==> src/rtl/camera_frame_reader_if.sv <==
// Signal bundle of the camera frame reader: custom-instruction port, burst-read bus and pixel stream.
// The master modport is the reader's view; slave is the environment's.
interface camera_frame_reader_if;
  logic        ciStart;
  logic        ciCke;
  logic [7:0]  ciN;
  logic [31:0] ciValueA;
  logic [31:0] ciValueB;
  logic [31:0] ciResult;
  logic        ciDone;

  logic        requestBus;
  logic        busGrant;
  logic        beginTransactionOut;
  logic        endTransactionOut;
  logic [31:0] addressDataOut;
  logic        readNotWriteOut;
  logic [3:0]  byteEnablesOut;
  logic [7:0]  burstSizeOut;
  logic [31:0] addressDataIn;
  logic        dataValidIn;
  logic        endTransactionIn;
  logic        busErrorIn;

  logic [15:0] pixelData;
  logic        pixelValid;
  logic        pixelReady;
  logic        frameEnd;

  modport master (
    input  ciStart, ciCke, ciN, ciValueA, ciValueB,
    output ciResult, ciDone,
    output requestBus, beginTransactionOut, endTransactionOut, addressDataOut,
    output readNotWriteOut, byteEnablesOut, burstSizeOut,
    input  busGrant, addressDataIn, dataValidIn, endTransactionIn, busErrorIn,
    output pixelData, pixelValid, frameEnd,
    input  pixelReady
  );

  modport slave (
    output ciStart, ciCke, ciN, ciValueA, ciValueB,
    input  ciResult, ciDone,
    input  requestBus, beginTransactionOut, endTransactionOut, addressDataOut,
    input  readNotWriteOut, byteEnablesOut, burstSizeOut,
    output busGrant, addressDataIn, dataValidIn, endTransactionIn, busErrorIn,
    input  pixelData, pixelValid, frameEnd,
    output pixelReady
  );
endinterface

==> src/rtl/camera_frame_reader.sv <==
// Burst-reads an RGB565 frame (two pixels per word) into a small FIFO and streams it out pixel by pixel.
// Configured and started through a custom instruction; a burst is only requested when it fits entirely.
module camera_frame_reader #(
  parameter logic [7:0] customInstructionId = 8'd0,
  parameter int         fifoDepthLog2       = 4
) (
  input logic                  clock,
  input logic                  reset,
  camera_frame_reader_if.master bus
);

  localparam int Depth = 1 << fifoDepthLog2;
  localparam int AW    = fifoDepthLog2;
  localparam int CW    = fifoDepthLog2 + 1;

  localparam logic [2:0] IDLE    = 3'd0;
  localparam logic [2:0] REQUEST = 3'd1;
  localparam logic [2:0] INIT    = 3'd2;
  localparam logic [2:0] READ    = 3'd3;
  localparam logic [2:0] WAIT    = 3'd4;
  localparam logic [2:0] DONE    = 3'd5;
  localparam logic [2:0] ABORT   = 3'd6;

  logic [2:0]    state_q, state_d;
  logic [31:0]   base_q, base_d;
  logic [31:0]   curAddr_q, curAddr_d;
  logic [18:0]   wordCount_q, wordCount_d;
  logic [18:0]   remaining_q, remaining_d;
  logic [18:0]   outWords_q, outWords_d;
  logic          done_q, done_d;
  logic          error_q, error_d;
  logic [AW-1:0] wrPtr_q, wrPtr_d;
  logic [AW-1:0] rdPtr_q, rdPtr_d;
  logic [CW-1:0] count_q, count_d;
  logic          halfSel_q, halfSel_d;
  logic [31:0]   mem_q [Depth];

  logic          ciSel;
  logic [2:0]    ciOp;
  logic          busy;
  logic [CW-1:0] freeSlots;
  logic          push;
  logic          pixelXfer;
  logic          pop;
  logic [31:0]   headWord;
  logic          unusedCi;

  function automatic logic [CW-1:0] burstOf(input logic [18:0] words);
    return (words >= 19'(Depth)) ? CW'(Depth) : CW'(words);
  endfunction

  assign ciSel     = bus.ciStart & bus.ciCke & (bus.ciN == customInstructionId);
  assign ciOp      = bus.ciValueA[2:0];
  assign unusedCi  = ^bus.ciValueA[31:3];
  assign busy      = (state_q != IDLE);
  assign freeSlots = CW'(Depth) - count_q;
  assign push      = (state_q == READ) & bus.dataValidIn;
  assign pixelXfer = bus.pixelValid & bus.pixelReady;
  assign pop       = pixelXfer & halfSel_q;
  assign headWord  = mem_q[rdPtr_q];

  // Custom-instruction read path is purely combinational.
  always_comb begin
    bus.ciResult = 32'd0;
    if (ciSel) begin
      case (ciOp)
        3'd3:    bus.ciResult = {29'd0, error_q, done_q, busy};
        3'd4:    bus.ciResult = base_q;
        default: bus.ciResult = 32'd0;
      endcase
    end
  end
  assign bus.ciDone = ciSel;

  assign bus.requestBus          = (state_q == REQUEST);
  assign bus.beginTransactionOut = (state_q == INIT);
  assign bus.endTransactionOut   = (state_q == ABORT);
  assign bus.readNotWriteOut     = (state_q == INIT);
  assign bus.addressDataOut      = (state_q == INIT) ? curAddr_q : 32'd0;
  assign bus.byteEnablesOut      = (state_q == INIT) ? 4'hF : 4'h0;
  assign bus.burstSizeOut        = (state_q == INIT) ? (8'(burstOf(remaining_q)) - 8'd1) : 8'd0;

  assign bus.pixelValid = (count_q != '0);
  assign bus.pixelData  = !bus.pixelValid ? 16'd0 : (halfSel_q ? headWord[15:0] : headWord[31:16]);
  assign bus.frameEnd   = bus.pixelValid & halfSel_q & (outWords_q == 19'd1);

  // Next-state logic: FIFO bookkeeping first, then CI side effects, then the bus FSM (start overrides).
  always_comb begin
    state_d     = state_q;
    base_d      = base_q;
    curAddr_d   = curAddr_q;
    wordCount_d = wordCount_q;
    remaining_d = remaining_q;
    done_d      = done_q;
    error_d     = error_q;
    wrPtr_d     = wrPtr_q + AW'(push);
    rdPtr_d     = rdPtr_q + AW'(pop);
    count_d     = count_q + CW'(push) - CW'(pop);
    halfSel_d   = pixelXfer ? ~halfSel_q : halfSel_q;
    outWords_d  = outWords_q - 19'(pop);

    if (ciSel && !busy && ciOp == 3'd0) base_d = {bus.ciValueB[31:2], 2'b00};
    if (ciSel && !busy && ciOp == 3'd1) wordCount_d = bus.ciValueB[18:0];
    if (ciSel && ciOp == 3'd3) begin
      done_d  = 1'b0;
      error_d = 1'b0;
    end

    case (state_q)
      IDLE: begin
        if (ciSel && ciOp == 3'd2 && bus.ciValueB[0] && wordCount_q != 19'd0) begin
          curAddr_d   = base_q;
          remaining_d = wordCount_q;
          outWords_d  = wordCount_q;
          state_d     = (freeSlots >= burstOf(wordCount_q)) ? REQUEST : WAIT;
        end
      end
      REQUEST: begin
        if (bus.busErrorIn)    state_d = ABORT;
        else if (bus.busGrant) state_d = INIT;
      end
      INIT: begin
        state_d = bus.busErrorIn ? ABORT : READ;
      end
      READ: begin
        if (bus.busErrorIn) begin
          state_d = ABORT;
        end else begin
          if (push) begin
            curAddr_d   = curAddr_q + 32'd4;
            remaining_d = remaining_q - 19'd1;
          end
          if (bus.endTransactionIn) state_d = (remaining_d != 19'd0) ? WAIT : DONE;
        end
      end
      WAIT: begin
        if (freeSlots >= burstOf(remaining_q)) state_d = REQUEST;
      end
      DONE: begin
        if (count_q == '0) begin
          state_d = IDLE;
          done_d  = 1'b1;
        end
      end
      ABORT: begin
        state_d    = IDLE;
        error_d    = 1'b1;
        wrPtr_d    = '0;
        rdPtr_d    = '0;
        count_d    = '0;
        halfSel_d  = 1'b0;
        outWords_d = 19'd0;
      end
      default: state_d = IDLE;
    endcase
  end

  always_ff @(posedge clock or negedge reset) begin
    if (!reset) begin
      state_q     <= IDLE;
      base_q      <= 32'd0;
      curAddr_q   <= 32'd0;
      wordCount_q <= 19'd0;
      remaining_q <= 19'd0;
      outWords_q  <= 19'd0;
      done_q      <= 1'b0;
      error_q     <= 1'b0;
      wrPtr_q     <= '0;
      rdPtr_q     <= '0;
      count_q     <= '0;
      halfSel_q   <= 1'b0;
    end else begin
      state_q     <= state_d;
      base_q      <= base_d;
      curAddr_q   <= curAddr_d;
      wordCount_q <= wordCount_d;
      remaining_q <= remaining_d;
      outWords_q  <= outWords_d;
      done_q      <= done_d;
      error_q     <= error_d;
      wrPtr_q     <= wrPtr_d;
      rdPtr_q     <= rdPtr_d;
      count_q     <= count_d;
      halfSel_q   <= halfSel_d;
    end
  end

  // Storage needs no reset: the occupancy count alone decides what is visible.
  always_ff @(posedge clock) begin
    if (push) mem_q[wrPtr_q] <= bus.addressDataIn;
  end

endmodule

==> src/flat_wrapper.sv <==
// flat-port wrapper written by rule: the top's interface ports become plain ports
module camera_frame_reader_flat 
#(
  parameter logic [7:0] customInstructionId = 8'd0,
  parameter int         fifoDepthLog2       = 4
)
  (clock, reset, bus_ciStart, bus_ciCke, bus_ciN, bus_ciValueA, bus_ciValueB, bus_ciResult, bus_ciDone, bus_requestBus, bus_beginTransactionOut, bus_endTransactionOut, bus_addressDataOut, bus_readNotWriteOut, bus_byteEnablesOut, bus_burstSizeOut, bus_busGrant, bus_addressDataIn, bus_dataValidIn, bus_endTransactionIn, bus_busErrorIn, bus_pixelData, bus_pixelValid, bus_frameEnd, bus_pixelReady);
  camera_frame_reader_if bus_i ();
  input logic clock;
  input logic reset;
  input wire logic [$bits(bus_i.ciStart)-1:0] bus_ciStart;
  input wire logic [$bits(bus_i.ciCke)-1:0] bus_ciCke;
  input wire logic [$bits(bus_i.ciN)-1:0] bus_ciN;
  input wire logic [$bits(bus_i.ciValueA)-1:0] bus_ciValueA;
  input wire logic [$bits(bus_i.ciValueB)-1:0] bus_ciValueB;
  output wire logic [$bits(bus_i.ciResult)-1:0] bus_ciResult;
  output wire logic [$bits(bus_i.ciDone)-1:0] bus_ciDone;
  output wire logic [$bits(bus_i.requestBus)-1:0] bus_requestBus;
  output wire logic [$bits(bus_i.beginTransactionOut)-1:0] bus_beginTransactionOut;
  output wire logic [$bits(bus_i.endTransactionOut)-1:0] bus_endTransactionOut;
  output wire logic [$bits(bus_i.addressDataOut)-1:0] bus_addressDataOut;
  output wire logic [$bits(bus_i.readNotWriteOut)-1:0] bus_readNotWriteOut;
  output wire logic [$bits(bus_i.byteEnablesOut)-1:0] bus_byteEnablesOut;
  output wire logic [$bits(bus_i.burstSizeOut)-1:0] bus_burstSizeOut;
  input wire logic [$bits(bus_i.busGrant)-1:0] bus_busGrant;
  input wire logic [$bits(bus_i.addressDataIn)-1:0] bus_addressDataIn;
  input wire logic [$bits(bus_i.dataValidIn)-1:0] bus_dataValidIn;
  input wire logic [$bits(bus_i.endTransactionIn)-1:0] bus_endTransactionIn;
  input wire logic [$bits(bus_i.busErrorIn)-1:0] bus_busErrorIn;
  output wire logic [$bits(bus_i.pixelData)-1:0] bus_pixelData;
  output wire logic [$bits(bus_i.pixelValid)-1:0] bus_pixelValid;
  output wire logic [$bits(bus_i.frameEnd)-1:0] bus_frameEnd;
  input wire logic [$bits(bus_i.pixelReady)-1:0] bus_pixelReady;
  assign bus_i.ciStart = bus_ciStart;
  assign bus_i.ciCke = bus_ciCke;
  assign bus_i.ciN = bus_ciN;
  assign bus_i.ciValueA = bus_ciValueA;
  assign bus_i.ciValueB = bus_ciValueB;
  assign bus_ciResult = bus_i.ciResult;
  assign bus_ciDone = bus_i.ciDone;
  assign bus_requestBus = bus_i.requestBus;
  assign bus_beginTransactionOut = bus_i.beginTransactionOut;
  assign bus_endTransactionOut = bus_i.endTransactionOut;
  assign bus_addressDataOut = bus_i.addressDataOut;
  assign bus_readNotWriteOut = bus_i.readNotWriteOut;
  assign bus_byteEnablesOut = bus_i.byteEnablesOut;
  assign bus_burstSizeOut = bus_i.burstSizeOut;
  assign bus_i.busGrant = bus_busGrant;
  assign bus_i.addressDataIn = bus_addressDataIn;
  assign bus_i.dataValidIn = bus_dataValidIn;
  assign bus_i.endTransactionIn = bus_endTransactionIn;
  assign bus_i.busErrorIn = bus_busErrorIn;
  assign bus_pixelData = bus_i.pixelData;
  assign bus_pixelValid = bus_i.pixelValid;
  assign bus_frameEnd = bus_i.frameEnd;
  assign bus_i.pixelReady = bus_pixelReady;
  camera_frame_reader #(.customInstructionId(customInstructionId), .fifoDepthLog2(fifoDepthLog2)) u_core (.clock(clock), .reset(reset), .bus(bus_i));
endmodule
==> config.mk <==
export PLATFORM = sky130hd
export DESIGN_NAME = camera_frame_reader_flat
export DESIGN_NICKNAME = d
export VERILOG_FILES = /design/src/rtl/camera_frame_reader_if.sv /design/src/rtl/camera_frame_reader.sv /design/src/flat_wrapper.sv
export SDC_FILE = /design/constraint.sdc
export NUM_CORES = 1
export LEC_CHECK = 0
export ABC_AREA = 1
export BUFFER_PORTS_ARGS = -buffer_cell sky130_fd_sc_hd__buf_2
export CORE_UTILIZATION = 40
export DETAILED_ROUTE_END_ITERATION = 12
export HOLD_SLACK_MARGIN = 0.15
export PLACE_DENSITY = 0.63
export RECOVER_POWER = 50
export SLEW_MARGIN = 20
export SYNTH_ARGS = -nofsm -noshare
export SYNTH_HDL_FRONTEND = slang
export SYNTH_SLANG_ARGS = --single-unit
==> constraint.sdc <==
create_clock -name clock -period 3.41 [get_ports clock]
set_input_delay 0.682 -clock clock [delete_from_list [all_inputs] [get_ports clock]]
set_output_delay 0.682 -clock clock [all_outputs]
set_load 0.005 [all_outputs]
Word-level counts from Yosys, hierarchy flattened --
Memories as Yosys holds them, arrays and structs flattened. Cells that the tools add are included.
Word-level totals: RAM bits 512, word-level logic and storage cells 118, memories kept 1, register bits after elaboration 138, output and inout bits 99
Memories:
- u_core.mem_q | words 16, width 32, rd ports 1, clocked after Yosys merged registers in 0, wr ports 1, RTL line camera_frame_reader.sv:36 | logic [31:0] mem_q [Depth];
Cells by class: eq/ne operators 18, reductions and logical operators 22, bitwise operators 8, order comparisons 4, multiplexer cells 44, add/sub/neg operators 9
Operator list (count):
- two-way mux 32 bit | 5
- one-hot mux 32 bit (2 select lines) | 2
- two-way mux 19 bit | 6
- one-hot mux 19 bit (2 select lines) | 2
- >= comparator 19 x 5 -> 1 bit, second input constant | 2
- nonzero test 19 bit | 2
- adder 32 x 3 -> 32 bit, second input constant | 1
- two-way mux 16 bit | 2
- two-way mux 3 bit | 9
- == test 19 x 1 -> 1 bit, second input constant | 1
- subtractor 19 x 1 -> 19 bit | 1
- subtractor 19 x 1 -> 19 bit, second input constant | 1
- one-hot mux 3 bit (6 select lines) | 1
- two-way mux 5 bit | 3
- == test 3 x 2 -> 1 bit, second input constant | 4
- == test 3 bit, second input constant | 4
- two-way mux 4 bit | 3
- >= comparator 5 bit | 2
- two-way mux 1 bit | 10
- adder 4 x 1 -> 4 bit | 2
- zero test 8 bit | 1
- two-way mux 8 bit | 1
- != test 2 x 1 -> 1 bit, second input constant | 4
- bitwise AND 1 bit | 7
- 19 further kinds | 29

Logic depth before layout (Yosys ltp) --
depth after elaboration 10, mapped depth 20, mapped depth without buffers 20

Worst setup path after synthesis --
No wires, ideal clock.
path kind input port to flip-flop, start input port bus_dataValidIn, end memory u_core.mem_q[10][0] (enable), stages 5, setup slack 396 ps, data arrival time 2593 ps, setup time 421 ps, cells stage by stage inv_1 -> nor2_8 -> buf_4 -> nand3_1 -> nor2_1
Between the ends: longest elaborated chain between the ends 3
Ends and longest elaborated chain:
- start, declared | RTL line flat_wrapper.sv:27 | input wire logic [$bits(bus_i.dataValidIn)-1:0] bus_dataValidIn;
- bitwise AND 1 bit | RTL line camera_frame_reader.sv:57 | assign push = (state_q == READ) & bus.dataValidIn;
- two-way mux 1 bit | RTL line camera_frame_reader.sv:190 | if (push) mem_q[wrPtr_q] <= bus.addressDataIn;
- two-way mux 1 bit (not written as such) | RTL line camera_frame_reader.sv:190
- end, declared | RTL line camera_frame_reader.sv:36
Every way passes these cells.

Final worst setup path --
start register u_core.rdPtr_q[0], end output port bus_pixelData[7]
Between the ends: longest elaborated chain between the ends 3
Ends and longest elaborated chain:
- start, declared | RTL line camera_frame_reader.sv:33 | logic [AW-1:0] rdPtr_q, rdPtr_d;
- start signal, assigned | RTL line camera_frame_reader.sv:182 | rdPtr_q <= rdPtr_d;
- memory (16 x 32 bit)
- two-way mux 16 bit (2 in a row) | RTL line camera_frame_reader.sv:84 | assign bus.pixelData = !bus.pixelValid ? 16'd0 : (halfSel_q ? headWord[15:0] : headWord[31:16]);
- end, declared | RTL line flat_wrapper.sv:30 | output wire logic [$bits(bus_i.pixelData)-1:0] bus_pixelData;
Every way passes these cells.

==> metrics list <==
* Post-layout net count: 2968
- Clock Tree Root: clkbuf_16
- Of the total synthesized cell area, the portion taken by full adders, half adders and majority gates is 0.01285.
- The portion of synthesized area spent on multiplexers is 0.005860.
* Transition at the pin with the smallest max-transition slack: 1.353 ns
- I/O pins: 212
- Full die area: 73140 um^2
- The average instance in the mapped netlist occupies 10.93 um^2.
- Clk Latency, worst-skew pair: 0.63 ns
- The initial antenna violation count came to 6.
- Detailed routing inserted a total of 21570 vias.
* Final cell count without fillers: 3830
- Top FF cell, synth: edfxtp_1
- Min-delay worst type: input pin to register
- The cell that appears most often on the critical path is buf_12.
- Total of endpoints with negative setup slack in the final report: 0
- Of the total synthesized cell area, the portion taken by XOR and XNOR cells is 0.01276.
- For this design the ratio of total power to cell area is 781.8 nW/um^2.
* Worst vdd rail ir drop: 501.3 uV
- The clock tree synthesis step divided the H-tree into 3 levels.
- Fmax achieved: 298.6 MHz
- Via/cell ratio: 5.632
- The number of endpoints with negative hold slack in the final report is 0.
- In this run the vertical extent of the chip is 270.4 um.
* Crit path max fanout: 10
- FP Rows: 98
- First-pass GRT wire length: 122.9 mm
* Dominant cells by area after synthesis: edfxtp_1 (53%), dfrtp_1 (12%), o21ai_0 (6.3%)
* Wire length per cell: 21.73 um
* Critical path data required time: 2.73 ns
- The worst setup path is launched from a register.
* CP peak stage delay: 0.45 ns
* Synth Area in Simple Gates: 0.1303
- Sorting the synthesized cells by how often they occur yields edfxtp_1 (512), nor2_1 (427), o21ai_0 (360).
* Fraction of the mapped netlist area in compound gates: 0.1351
- In the global route stage, met2 resource usage came out at 0.3673.
* Leakage power of the design: 12.48 nW
- Layout-stage area growth over the synthesis result: 18.43%
- The worst register-to-register path has a depth of 20.
- The startpoint identified for the worst hold timing path is bus_ciValueB[25].
* Cell with the most instances after synthesis: edfxtp_1
* Peak-usage layer in the global routing report: met2
- Broken down by cell family, the worst path's largest delay share belongs to compound AO/OA/AOI/OAI gates.
- Input and output buffers added on the ports amount to 180.
- Destination of the worst register-to-register timing path: u_core.outWords_q[12]
- In the global route stage, met3 resource usage came out at 0.04045.
- Unrepaired setup endpoints after global routing: true
- Final Max Tran Viols: 0
- Counting every sink on the clock net gives 648.
* Pin count of the biggest net entering global routing: 71
- Via count of the first global-routing pass: 20930
- Routed Wire Length: 83.22 mm
- Max clock buf depth: 3
- The initial utilization of the core area, before any placement, comes to 0.4039.
- After the first detailed-routing iteration, the DRC count stood at 2350.
* Horizontal die dimension: 270.4 um
* Critical path class: register to output pin
* Critical path buffer and inverter count: 6
- Netlist cell types: 50
- Cell chain of the critical path: buf_12 -> clkinv_16 -> buf_8 -> buf_12 -> buf_4 -> o21ai_0 -> o22ai_1 -> o211ai_1 -> a21oi_1 -> o21a_1 -> buf_2
* Library cell with the largest summed area after synthesis: edfxtp_1
- Filler cell count: 6416
- Fraction of registers with async set/reset: 0.2099
- Aggregate global-route resource usage: 0.2181
- In the global route stage, met1 resource usage came out at 0.2883.
* Flip-flop and latch count after synthesis: 648
- TritonCTS created 70 clock buffers.
* Placed insts: 3669
- After layout, the minimum clock period comes to 3.349 ns.
* Sum of negative setup slack: 0 ns
- Counting every instance in the synthesized netlist gives 2637.
- Summed over all nets, the half-perimeter wirelength after detailed placement is 46.36 mm.
* Launch instance of the worst register-to-register path: u_core.count_q[1]
- Across the routed clock network, the largest skew measured is 0.02231 ns.
- In this run, synthesis inferred 512 flip-flops with an integrated enable.
* Area fraction of the dominant cell type after synthesis: 0.5334
* Total chip power: 26.69 mW
* Endpoint of the worst hold-timing path: u_core.base_q[25]
* Max-cap violations: 0
- The run finished with clean final reports.
* Detailed-router iteration count before antenna repair: 5
- Netlist area before placement: 28820 um^2
- During synthesis, Yosys emitted a total of 0 warnings.
- After detailed routing, the number of remaining DRC violations is 0.
* Endpoint arrival time on the critical path: 2.67 ns
- Final ANT Viol Nets: 0
- Clock-pin slew was measured on the worst setup and hold paths at 0.06 ns.
- In this run the register-to-register setup slack is 0.31 ns.
* Share of the clock period used by the worst path after layout: 0.9822
- Routability-driven placement finished with a final weighted congestion of 0.9061.
- Highest-delay cell along the critical path: dfrtp_4
- Antenna diodes: 0
- For this run, the register share of the synthesized area comes to 0.6515.
* Worst hold stages: 2
- In the final layout, the share of cells above drive strength 1 is 0.1604.
- Sum of overflow across all layers after global routing: 0
- STA classifies the critical path endpoint as an output pin.
- CTS tree: yes
* Core box area: 71360 um^2
- Largest family of logic cells by synthesized area: compound AO/OA/AOI/OAI gates
- Relative slew slack: 0.09805
==> layer usage <==
metal / wire length, um / part of all wire
met5: 34 / 0.00041
met4: 1794 / 0.022
met3: 6363 / 0.076
met2: 40760 / 0.49
met1: 34270 / 0.41
==> sequential cells by signal, summed over array words and instances, names as in the netlist <==
signal              cells
u_core.rdPtr_q          4
u_core.outWords_q      19
u_core.halfSel_q        1
u_core.state_q          3
u_core.wrPtr_q          4
u_core.remaining_q     19
u_core.mem_q          512
u_core.curAddr_q       30
u_core.base_q          30
u_core.error_q          1
u_core.done_q           1
u_core.wordCount_q     19
u_core.count_q          5
==> cell families (layout without fill, tap and decap cells) <==
kind of cell	count (synthesis)	in the layout
other	1	2
buffers and inverters	357	599
adder cells (fa/ha/maj)	29	29
XOR/XNOR	42	42
AO/OA/AOI/OAI	652	652
flip-flops	648	648
multiplexers	15	15
AND/OR/NAND/NOR	893	893
==> area by class of cell <==
class	instances	area (um^2)	area share
sequential	648	18790	0.5505
multi-input combinational	1633	8813	0.2582
timing repair buffer	277	2266	0.06638
clock buffer	86	1843	0.05399
tap	950	1189	0.03482
inverter	194	759.5	0.02225
clock inverter	40	447.9	0.01312
timing repair inverter	2	25.02	0.0007331
==> through the flow <==
stage	instance area [um^2]	worst slack, ns	utilization	hold slack (ns)
6_report	34140	0.06053	0.4783	0.2964
5_1_grt	34140	-0.01941	0.4783	0.2882
4_1_cts	33750	-0.006527	0.4729	0.2727
3_5_place_dp	31140	0.1432	0.4364	0.4751
3_3_place_gp	31140	0.1742	0.4364	0.4672
2_1_floorplan	28830	0.3957	-	0.3864
==> worst max-delay path by stage <==
stage	from	to	slack (ns)	cells after the start
floorplan	bus_dataValidIn	u_core.mem_q[10][0]	0.40	5
global placement	u_core.count_q[1]	u_core.outWords_q[12]	0.17	20
detailed placement	u_core.count_q[1]	u_core.outWords_q[12]	0.14	20
CTS	u_core.rdPtr_q[0]	bus_pixelData[6]	-0.007	7
global route	u_core.rdPtr_q[0]	bus_pixelData[7]	-0.02	11
finish	u_core.rdPtr_q[0]	bus_pixelData[7]	0.06	11
==> timing repair <==
action	CTS	global route
gates resized for setup	26	51
hold buffers	1	0
gates cloned	5	9
buffers inserted	6	14
endpoints found under the setup margin	18	24
pin swaps	1	18
hold endpoints to repair	48	0
==> where the power goes <==
part	internal [mW]	switching (mW)
Combinational	3.60	6.44
Sequential	8.82	0.303
Clock	4.29	3.23
==> placed cells by master, fill, tap and decap left out, types with 5 or more instances in the layout <==
| cell | netlist | final |
|---|---|---|
| nand4_1 | 27 | 27 |
| bufinv_16 | 0 | 5 |
| dfrtp_1 | 136 | 131 |
| o21a_1 | 19 | 18 |
| o221ai_1 | 89 | 89 |
| ha_1 | 28 | 26 |
| a21oi_1 | 40 | 24 |
| mux2_2 | 15 | 15 |
| clkinvlp_4 | 0 | 7 |
| clkbuf_1 | 105 | 49 |
| buf_4 | 16 | 38 |
| clkbuf_16 | 0 | 79 |
| edfxtp_1 | 512 | 512 |
| inv_1 | 183 | 182 |
| o211ai_1 | 39 | 39 |
| nor2_2 | 7 | 9 |
| xor2_1 | 32 | 31 |
| clkinv_1 | 6 | 15 |
| nor2_4 | 0 | 19 |
| o21ai_2 | 20 | 20 |
| o21ai_1 | 31 | 37 |
| nand2_1 | 301 | 299 |
| a31oi_1 | 5 | 5 |
| o21ai_0 | 360 | 354 |
| nor3_1 | 18 | 18 |
| a21oi_2 | 0 | 15 |
| nor2_1 | 427 | 407 |
| nor4_1 | 15 | 15 |
| o22ai_1 | 42 | 42 |
| clkbuf_2 | 1 | 5 |
| buf_12 | 0 | 26 |
| clkinv_2 | 0 | 12 |
| buf_2 | 30 | 147 |
| buf_16 | 0 | 8 |
| xnor2_1 | 10 | 10 |
| nand3_1 | 72 | 72 |
Power figures use the tool's default switching activity.
